<file path="src/rtl/dec_sel_pkg.sv">
// dec_sel_pkg: shared types, sweep-order tables and sel bit-order helper for dec_sel_sequencer.
//   Optional feature macro DEC_SEL_GRAY_EN selects the Gray sweep table instead of binary.
package dec_sel_pkg;

    typedef enum logic [1:0] {IDLE, RUN, PAUSE} state_t;

    // Position-to-line tables; element [p] is the decoder line visited at sweep position p.
    localparam logic [7:0][2:0] BIN_ORDER  = {3'd7, 3'd6, 3'd5, 3'd4, 3'd3, 3'd2, 3'd1, 3'd0};
    localparam logic [7:0][2:0] GRAY_ORDER = {3'd4, 3'd5, 3'd7, 3'd6, 3'd2, 3'd3, 3'd1, 3'd0};

`ifdef DEC_SEL_GRAY_EN
    localparam logic [7:0][2:0] SWEEP_ORDER = GRAY_ORDER;
`else
    localparam logic [7:0][2:0] SWEEP_ORDER = BIN_ORDER;
`endif

    // The decoder takes its code MSB-first on sel[0], so the index bits are mirrored.
    function automatic logic [2:0] idx_to_sel(input logic [2:0] idx);
        return {idx[0], idx[1], idx[2]};
    endfunction

endpackage

</file>
<file path="src/rtl/dec_sel_next_pos.sv">
// dec_sel_next_pos: combinational finder of the next enabled sweep position.
//   pos      in  3  current sweep position
//   dir      in  1  0 = step upward through positions, 1 = step downward
//   pmask    in  8  enable per sweep position (mask already permuted into sweep order)
//   next_pos out 3  next enabled position, wrapping around; equals pos if it is the only one
//   wrap     out 1  the step to next_pos crosses the end of the table (end of a sweep)
module dec_sel_next_pos (
    input  logic [2:0] pos,
    input  logic       dir,
    input  logic [7:0] pmask,
    output logic [2:0] next_pos,
    output logic       wrap
);

    logic [2:0] cand;
    logic       found;

    // Scan distances 1..8; distance 8 lands back on pos, covering the single-enable case.
    always_comb begin
        next_pos = pos;
        wrap     = 1'b0;
        found    = 1'b0;
        cand     = pos;
        for (int k = 1; k <= 8; k++) begin
            cand = dir ? pos - k[2:0] : pos + k[2:0];
            if (!found && pmask[cand]) begin
                found    = 1'b1;
                next_pos = cand;
                wrap     = dir ? (cand >= pos) : (cand <= pos);
            end
        end
    end

endmodule

</file>
<file path="src/rtl/dec_sel_sequencer.sv">
// dec_sel_sequencer: steps a 3-to-8 decoder select code through enabled lines with a dwell time.
//   Macro DEC_SEL_GRAY_EN (in dec_sel_pkg) switches the sweep order from binary to Gray.
//   clk, rst_n              clock and asynchronous active-low reset
//   start/stop/pause        sweep control (stop wins over everything)
//   oneshot/dir/mask        sweep mode, direction and line enables, captured at start
//   sel/line_idx            decoder code (mirrored bit order) and binary line index
//   sel_valid/busy          sel addresses an enabled line / sequencer in RUN or PAUSE
//   sweep_done              one-cycle pulse at the end of the last enabled line's dwell
module dec_sel_sequencer
    import dec_sel_pkg::*;
#(
    parameter int DWELL = 4
) (
    input  logic       clk,
    input  logic       rst_n,
    input  logic       start,
    input  logic       stop,
    input  logic       pause,
    input  logic       oneshot,
    input  logic       dir,
    input  logic [7:0] mask,
    output logic [2:0] sel,
    output logic [2:0] line_idx,
    output logic       sel_valid,
    output logic       busy,
    output logic       sweep_done
);

    localparam int CW = $clog2(DWELL + 1);
    localparam logic [CW-1:0] RELOAD = CW'(DWELL - 1);

    state_t        state_q, state_d;
    logic [2:0]    pos_q, pos_d;
    logic [CW-1:0] cnt_q, cnt_d;
    logic [7:0]    pmask_q, pmask_d;
    logic          dir_q, dir_d;
    logic          oneshot_q, oneshot_d;
    logic [2:0]    sel_q, sel_d;
    logic [2:0]    line_q, line_d;
    logic          valid_q, valid_d;
    logic          busy_q, busy_d;
    logic          done_q, done_d;

    logic [7:0]    pm_live;
    logic [2:0]    np_pos, np_next, nxt_line;
    logic          np_dir, np_wrap;
    logic [7:0]    np_mask;

    genvar p;
    generate
        for (p = 0; p < 8; p++) begin : g_perm
            assign pm_live[p] = mask[SWEEP_ORDER[p]];
        end
    endgenerate

    // In IDLE the finder starts just outside the table so it returns the first enabled position.
    assign np_pos   = (state_q == IDLE) ? (dir ? 3'd0 : 3'd7) : pos_q;
    assign np_dir   = (state_q == IDLE) ? dir : dir_q;
    assign np_mask  = (state_q == IDLE) ? pm_live : pmask_q;
    assign nxt_line = SWEEP_ORDER[np_next];

    dec_sel_next_pos u_next_pos (
        .pos      (np_pos),
        .dir      (np_dir),
        .pmask    (np_mask),
        .next_pos (np_next),
        .wrap     (np_wrap)
    );

    always_comb begin
        state_d   = state_q;
        pos_d     = pos_q;
        cnt_d     = cnt_q;
        pmask_d   = pmask_q;
        dir_d     = dir_q;
        oneshot_d = oneshot_q;
        sel_d     = sel_q;
        line_d    = line_q;
        valid_d   = valid_q;
        busy_d    = busy_q;
        done_d    = 1'b0;
        if (stop) begin
            state_d = IDLE;
            valid_d = 1'b0;
            busy_d  = 1'b0;
        end else if (state_q == IDLE) begin
            if (start && pm_live != 8'd0) begin
                state_d   = RUN;
                pos_d     = np_next;
                line_d    = nxt_line;
                sel_d     = idx_to_sel(nxt_line);
                cnt_d     = RELOAD;
                pmask_d   = pm_live;
                dir_d     = dir;
                oneshot_d = oneshot;
                valid_d   = 1'b1;
                busy_d    = 1'b1;
            end
        end else if (pause) begin
            state_d = PAUSE;
        end else begin
            // Releasing pause counts on the same edge, so a pause of N cycles extends dwell by N.
            state_d = RUN;
            if (cnt_q != '0) begin
                cnt_d = cnt_q - CW'(1);
            end else begin
                cnt_d  = RELOAD;
                done_d = np_wrap;
                if (np_wrap && oneshot_q) begin
                    state_d = IDLE;
                    valid_d = 1'b0;
                    busy_d  = 1'b0;
                end else begin
                    pos_d  = np_next;
                    line_d = nxt_line;
                    sel_d  = idx_to_sel(nxt_line);
                end
            end
        end
    end

    always_ff @(posedge clk or negedge rst_n) begin
        if (!rst_n) begin
            state_q   <= IDLE;
            pos_q     <= 3'd0;
            cnt_q     <= '0;
            pmask_q   <= 8'd0;
            dir_q     <= 1'b0;
            oneshot_q <= 1'b0;
            sel_q     <= 3'd0;
            line_q    <= 3'd0;
            valid_q   <= 1'b0;
            busy_q    <= 1'b0;
            done_q    <= 1'b0;
        end else begin
            state_q   <= state_d;
            pos_q     <= pos_d;
            cnt_q     <= cnt_d;
            pmask_q   <= pmask_d;
            dir_q     <= dir_d;
            oneshot_q <= oneshot_d;
            sel_q     <= sel_d;
            line_q    <= line_d;
            valid_q   <= valid_d;
            busy_q    <= busy_d;
            done_q    <= done_d;
        end
    end

    assign sel        = sel_q;
    assign line_idx   = line_q;
    assign sel_valid  = valid_q;
    assign busy       = busy_q;
    assign sweep_done = done_q;

endmodule

</file>
<file path="config.mk">
export PLATFORM = sky130hd
export DESIGN_NAME = dec_sel_sequencer
export DESIGN_NICKNAME = d
export VERILOG_FILES = /design/src/rtl/dec_sel_pkg.sv /design/src/rtl/dec_sel_next_pos.sv /design/src/rtl/dec_sel_sequencer.sv
export SDC_FILE = /design/constraint.sdc
export NUM_CORES = 1
export LEC_CHECK = 0
export ABC_AREA = 1
export CAP_MARGIN = 20
export CELL_PAD_IN_SITES_DETAIL_PLACEMENT = 1
export CELL_PAD_IN_SITES_GLOBAL_PLACEMENT = 1
export CORE_UTILIZATION = 30
export DETAILED_ROUTE_END_ITERATION = 8
export GPL_ROUTABILITY_DRIVEN = 0
export PLACE_DENSITY_LB_ADDON = 0.2
export SYNTH_ARGS = -nofsm -noshare
export SYNTH_HDL_FRONTEND = slang
export SYNTH_HIERARCHICAL = 1
export SYNTH_SLANG_ARGS = --single-unit
</file>
<file path="constraint.sdc">
create_clock -name clk -period 5.1 [get_ports clk]
set_input_delay 1.02 -clock clk [delete_from_list [all_inputs] [get_ports clk]]
set_output_delay 1.02 -clock clk [all_outputs]
set_load 0.1 [all_outputs]
</file>
==> flow_summary.json, run 1 <==
{
  "status": "complete, no violations",
  "synth_cell_types": 36,
  "ys_seq_elements": 20,
  "die_area_mm2": 0.00821,
  "synth_top_area_share_pct": 21.3,
  "crit_buf_inv": 4,
  "antenna_cells": 0,
  "critPathLaunch": "dir",
  "yosys_most_used_dff": "dfrtp_1",
  "cts-root-buf": "clkbuf_8",
  "worstHoldPathType": "reg2reg",
  "wl_mm": 6.54,
  "io_pins": 24,
  "synth_area_mm2": 0.00235,
  "grt_pass1_wl_mm": 11.2,
  "cp_max_fo": 11,
  "fin_crit_ns": 4.43,
  "synthTopCellsByArea": "dfrtp_1 21%, nand2_1 19%, nand3_1 6.8%",
  "synth_nets": 382,
  "finalHoldViolCount": 0,
  "path_class": "in2reg",
  "crit_path_end_kind": "register",
  "grt_setup_unrepaired": "false",
  "grt_max_degree": 27,
  "dr.first_iter.drc_count": 53,
  "max-vdd-ir-drop_v": 0.000293,
  "vias": 2253,
  "synth_commonest_cells": "122 x nand2_1, 32 x nand3_1, 31 x inv_1",
  "synth_top_area_cell": "dfrtp_1",
  "clkTransAtPathRegs_ns": 0.08,
  "worstPathArrival_ns": 4.57,
  "cap_violations": 0,
  "synth_cells": 357,
  "routed-wl-met2_mm": 3.14,
  "dr_wl_met3_um": 63,
  "crit_required_ns": 5.25,
  "setup_viol": 0,
  "grt_pass1_vias": 2361,
  "power_density_mw_per_mm2": 550,
  "wl_met1_mm": 3.25,
  "async_reset_ff_share_pct": 100,
  "finalCritPeriodShare_pct": 86.8,
  "leakage_nw": 1.42,
  "drive_gt1_share_pct": 20.9,
  "critPathSlowestCell": "fa_1",
  "die_h_um": 90.6,
  "skew_ns": 0.00600,
  "p_total_mw": 1.50,
  "cts_resized": 0,
  "yosysSeqAreaShare_pct": 21.3,
  "crit_family": "buffers and inverters",
  "r2r_start": "state_q[1]",
  "top_layer_used": "met4",
  "wl_per_cell_um": 13.7,
  "ys_warn_count": 6,
  "synth_edf_count": 0,
  "clock_latency_ns": 0.26,
  "dr.pass1.iters": 4,
  "slew_headroom_pct": 34.7,
  "syn_area_per_cell_um2": 6.60,
  "holdBufCountCts": 0,
  "core_mm2": 0.00741,
  "grt-ovfl-total": 0,
  "crit_chain": "clkdlybuf4s50_1, nor2_1, a21oi_1, clkinv_4, fa_1, inv_1, ha_1, a21oi_1, nor2_1, nor2_1, xor2_1, nand2_1, nand2_1, inv_1, nand4_1, nor2_1, nand2_1, nand2_1, nor2_1, a31oi_1, nand2_1, nand2_1",
  "start_util_pct": 31.8,
  "yosysMostFrequentCell": "nand2_1",
  "port_buffers": 23,
  "syn2layout_area_growth_pct": 16.1,
  "grt_usage_pct": 17.0,
  "ant_nets": 0,
  "numCtsBuffers": 3,
  "cpMostUsedCell": "nand2_1",
  "min_from": "pmask_q[3]",
  "hpwl_mm": 5.32,
  "fin_tns_setup_ns": 0,
  "nNetsFinal": 404,
  "cts_tree": "yes",
  "clock.fmax_mhz": 226,
  "antenna_found_initial": 0,
  "startpoint_type": "input port",
  "cts_setup_buffers": 0,
  "cts.sinks": 20,
  "cts_buffer_depth": 2,
  "rows": 31,
  "die_x_um": 90.6,
  "drc": 0,
  "slew_violations": 0,
  "vias_per_cell": 4.72,
  "worst_pin_slew_ns": 0.977,
  "critPathMaxStageDelay_ns": 0.53,
  "ctsHtreeMaxLevel": 1
}
## registers in the layout, indices dropped and copies added, names as in the netlist, 2 cells and up
register  count
cnt_q         3
pmask_q       8
pos_q         2
state_q       2
## cells in the final DEF (no fill, tap or decap), types with 3 or more instances in the layout
| master | instances |
|---|---|
| o21ai_1 | 4 |
| clkdlybuf4s50_1 | 23 |
| nand2_2 | 19 |
| nand2_4 | 12 |
| nand2_1 | 122 |
| dfrtp_1 | 20 |
| nand3_2 | 3 |
| clkbuf_8 | 4 |
| inv_1 | 31 |
| nor2_1 | 22 |
| a21oi_1 | 7 |
| nand3_1 | 32 |
| o21ai_0 | 11 |
| buf_4 | 6 |
| o21ai_2 | 9 |
| xor2_1 | 4 |
| inv_2 | 15 |
| nand4_1 | 6 |
| ha_1 | 8 |
## per-stage QoR
stage                     cells  hold WS [ns]  worst slack [ns]  instance area (µm²)  util, %
after detailed placement    472         0.473             0.353                 2650     35.8
final                       477         0.489             0.672                 2730     36.9
after global routing        477         0.508             0.306                 2730     36.9
after CTS                   476         0.493             0.636                 2710     36.5
after global placement      472         0.470             0.489                 2650     35.8
after floorplan             357         0.449              1.09                 2350        -
## report_power, final
group / switching, mW / internal, mW
Sequential: 0.0272 / 0.194
Clock: 0.0557 / 0.0688
Combinational: 0.810 / 0.349
## kinds of logic after synthesis
| kind of cell | count (synthesis) | share of synthesized area [%] |
|---|---|---|
| xor gates and xnor gates | 5 | 1.86 |
| buffers and inverters | 61 | 12.2 |
| and+or+nand+nor | 226 | 49.0 |
| adders and majority gates | 10 | 5.95 |
| AOI/OAI and AO/OA | 35 | 9.72 |
| DFF | 20 | 21.3 |
## final timing paths
check | endpoint | slack (ns) | cells past startpoint
setup / recovery | busy | 0.67 | 22
hold / removal | pmask_q[3] | 0.49 | 2
setup reg to reg | busy | 1.13 | 23
hold reg to reg | pmask_q[3] | 0.49 | 2
max in group asynchronous | pmask_q[6] | 3.67 | 2
min in group asynchronous | cnt_q[1] | 1.03 | 1
## tightest hold or removal path: cells and delay by family (launching register included)
family	cells	cell delay, ns
DFF	1	0.36
and+or+nand+nor	1	0.06
AOI/OAI and AO/OA	1	0.04
## layer usage
| layer | up-vias | track usage (%) |
|---|---|---|
| met5 | - | 0 |
| met4 | 0 | 4.03 |
| met3 | 7 | 0.758 |
| met2 | 22 | 30.4 |
| met1 | 1061 | 22.4 |
| li1 | 1163 | - |
## cell type report
cell class                      instances  area, µm²
Clock buffer                            4       55.1
Fill cell                             957       4670
Inverter                               48        185
Multi-Input combinational cell        276       1570
Sequential cell                        20        500
Tap cell                               99        124
Timing Repair Buffer                   30        303
No activity file was read; power rests on OpenSTA's default activity.
==> inputs of run 2 (changes only) <==
SYNTH_HIERARCHICAL = not set   (was 1)
==> flow_summary.json, run 2 <==
{
  "status": "complete, no violations",
  "grt_pass1_wl_mm": 10.7,
  "clock.fmax_mhz": 235,
  "critPathMaxStageDelay_ns": 0.54,
  "worstPathArrival_ns": 4.39,
  "synth_cell_types": 33,
  "die_area_mm2": 0.00760,
  "finalHoldViolCount": 0,
  "die_x_um": 87.2,
  "slew_violations": 0,
  "ys_warn_count": 0,
  "rows": 30,
  "cts_buffer_depth": 2,
  "cts_resized": 0,
  "numCtsBuffers": 3,
  "critPathLaunch": "dir",
  "dr.pass1.iters": 6,
  "r2r_start": "state_q[1]",
  "holdBufCountCts": 0,
  "power_density_mw_per_mm2": 544,
  "grt_setup_unrepaired": "false",
  "max-vdd-ir-drop_v": 0.000254,
  "yosysMostFrequentCell": "nand2_1",
  "vias_per_cell": 4.84,
  "async_reset_ff_share_pct": 100,
  "wl_per_cell_um": 13.9,
  "cap_violations": 0,
  "leakage_nw": 1.30,
  "port_buffers": 23,
  "slew_headroom_pct": 34.9,
  "synth_commonest_cells": "120 x nand2_1, 35 x nand3_1, 34 x inv_1",
  "clock_latency_ns": 0.26,
  "skew_ns": 0.00294,
  "setup_viol": 0,
  "synthXorXnorAreaFrac_pct": 1.61,
  "fin_tns_setup_ns": 0,
  "placedCellCount": 448,
  "wl_mm": 6.29,
  "core_mm2": 0.00691,
  "syn_area_per_cell_um2": 6.46,
  "ys_seq_elements": 20,
  "finalCritPeriodShare_pct": 83.4,
  "synth_top_area_share_pct": 23.0,
  "synth_nets": 362,
  "cts_tree": "yes",
  "io_pins": 24,
  "vias": 2194,
  "startpoint_type": "input port",
  "die_h_um": 87.2,
  "path_class": "in2reg",
  "yosysSeqAreaShare_pct": 23.0,
  "grt_pass1_vias": 2178,
  "layout_common_cells": "120 x nand2_1, 35 x nand3_1, 34 x inv_1, 26 x o21ai_0, 23 x clkdlybuf4s50_1",
  "cp_max_fo": 8,
  "cpMostUsedCell": "nand2_1",
  "r2r_end": "pos_q[0]",
  "crit_required_ns": 5.24,
  "dr.first_iter.drc_count": 106,
  "critPathSlowestCell": "clkdlybuf4s50_1",
  "synth_top_family_by_area": "simple AND/OR/NAND/NOR gates",
  "fin_cells": 453,
  "largest_reg_flops": 8,
  "hpwl_mm": 5.08,
  "synthTopCellsByArea": "dfrtp_1 23%, nand2_1 21%, nand3_1 8.0%",
  "antenna_found_initial": 0,
  "synthSimpleGateAreaFrac_pct": 49.7,
  "synth_fa_ha_area_share_pct": 5.75,
  "synth_compound_gate_area_share_pct": 10.3,
  "cts_setup_buffers": 0,
  "clkTransAtPathRegs_ns": 0.08,
  "grt_usage_pct": 18.3,
  "worst_pin_slew_ns": 0.973,
  "crit_path_end_kind": "register",
  "fin_crit_ns": 4.25,
  "syn2layout_area_growth_pct": 16.8,
  "reg.largest.list": "pmask_q x8, cnt_q x3",
  "worstHoldPathType": "reg2reg",
  "grt_max_degree": 21,
  "final_common_cell": "nand2_1",
  "synth_edf_count": 0,
  "grt-ovfl-total": 0,
  "synth_area_mm2": 0.00218,
  "drive_gt1_share_pct": 12.0,
  "r2r_cells": 26,
  "synth_top_area_cell": "dfrtp_1",
  "yosys_most_used_dff": "dfrtp_1",
  "drc": 0,
  "start_util_pct": 31.5,
  "cts-root-buf": "clkbuf_8",
  "ant_nets": 0,
  "antenna_cells": 0,
  "ff2ff_setup_slack_ns": 1.34,
  "cts.sinks": 20,
  "nNetsFinal": 383,
  "muxShareOfSynthArea_pct": 0,
  "synth_cells": 337,
  "top_register": "pmask_q",
  "crit_end": "pos_q[0]",
  "ctsHtreeMaxLevel": 1
}
## run 2: cell count changes in the layout (fill, tap and decap cells not counted), sizes merged, moves of 3 or more
| cell | before | now |
|---|---|---|
| nor2 | 26 | 22 |
| nand4 | 7 | 2 |
| buf | 7 | 2 |
| nand3 | 36 | 39 |
| o21ai | 24 | 30 |
| inv | 46 | 36 |
| nand2 | 153 | 143 |
## run 2: layer usage
metal	up-vias	GRT usage, %	share of wire, %
met5	-	0	0
met2	32	31.4	47
met3	9	0.853	2.0
met1	1027	25.0	49
li1	1126	-	-
met4	0	5.22	1.7
## run 2: how the worst min path moves through the flow
| stage | startpoint | endpoint | cells after the start |
|---|---|---|---|
| 2_1_floorplan | pmask_q[0] | pmask_q[0] | 2 |
| 3_3_place_gp | pmask_q[0] | pmask_q[0] | 2 |
| 3_5_place_dp | pmask_q[0] | pmask_q[0] | 2 |
| 4_1_cts | pmask_q[0] | pmask_q[0] | 2 |
| 5_1_grt | pmask_q[0] | pmask_q[0] | 2 |
| 6_report | pmask_q[2] | pmask_q[2] | 2 |
## run 2: cells by family (layout without fill, tap and decap cells)
family          after synthesis  in the layout
compound gates               42             42
xor+xnor                      4              4
fa+ha+maj                    10             10
buf+inv                      45             65
flops                        20             20
simple gates                216            216
## run 2: where the power goes
group	switching, mW	total [mW]	internal, mW
logic	0.733	1.04	0.305
clock network	0.0541	0.123	0.0688
registers	0.0268	0.222	0.196
## run 2: worst max-delay path: cells and delay by family
kind,cells,cell delay [ns]
buffers and inverters,4,0.74
adders and majority gates,3,0.72
and+or+nand+nor,17,1.82
AOI/OAI and AO/OA,1,0.08
## run 2: per-stage QoR
stage                     area (µm²)  setup slack (ns)  power [mW]  utilization [%]  hold WS (ns)
after floorplan                 2180              1.42        1.04                -         0.442
after detailed placement        2460             0.569        1.26             35.6         0.463
after global routing            2540             0.512        1.51             36.8         0.506
final                           2540             0.849        1.38             36.8         0.479
after CTS                       2510             0.841        1.39             36.4         0.482
after global placement          2460             0.688        1.24             35.6         0.458
## run 2: final cells by class
class                   instances  area [µm²]
repair buffers                 25         265
well taps                      96         120
multi-input cells             272        1470
inverters                      36         135
fillers                       922        4360
flip-flops and latches         20         500
clock buffers                   4        55.1
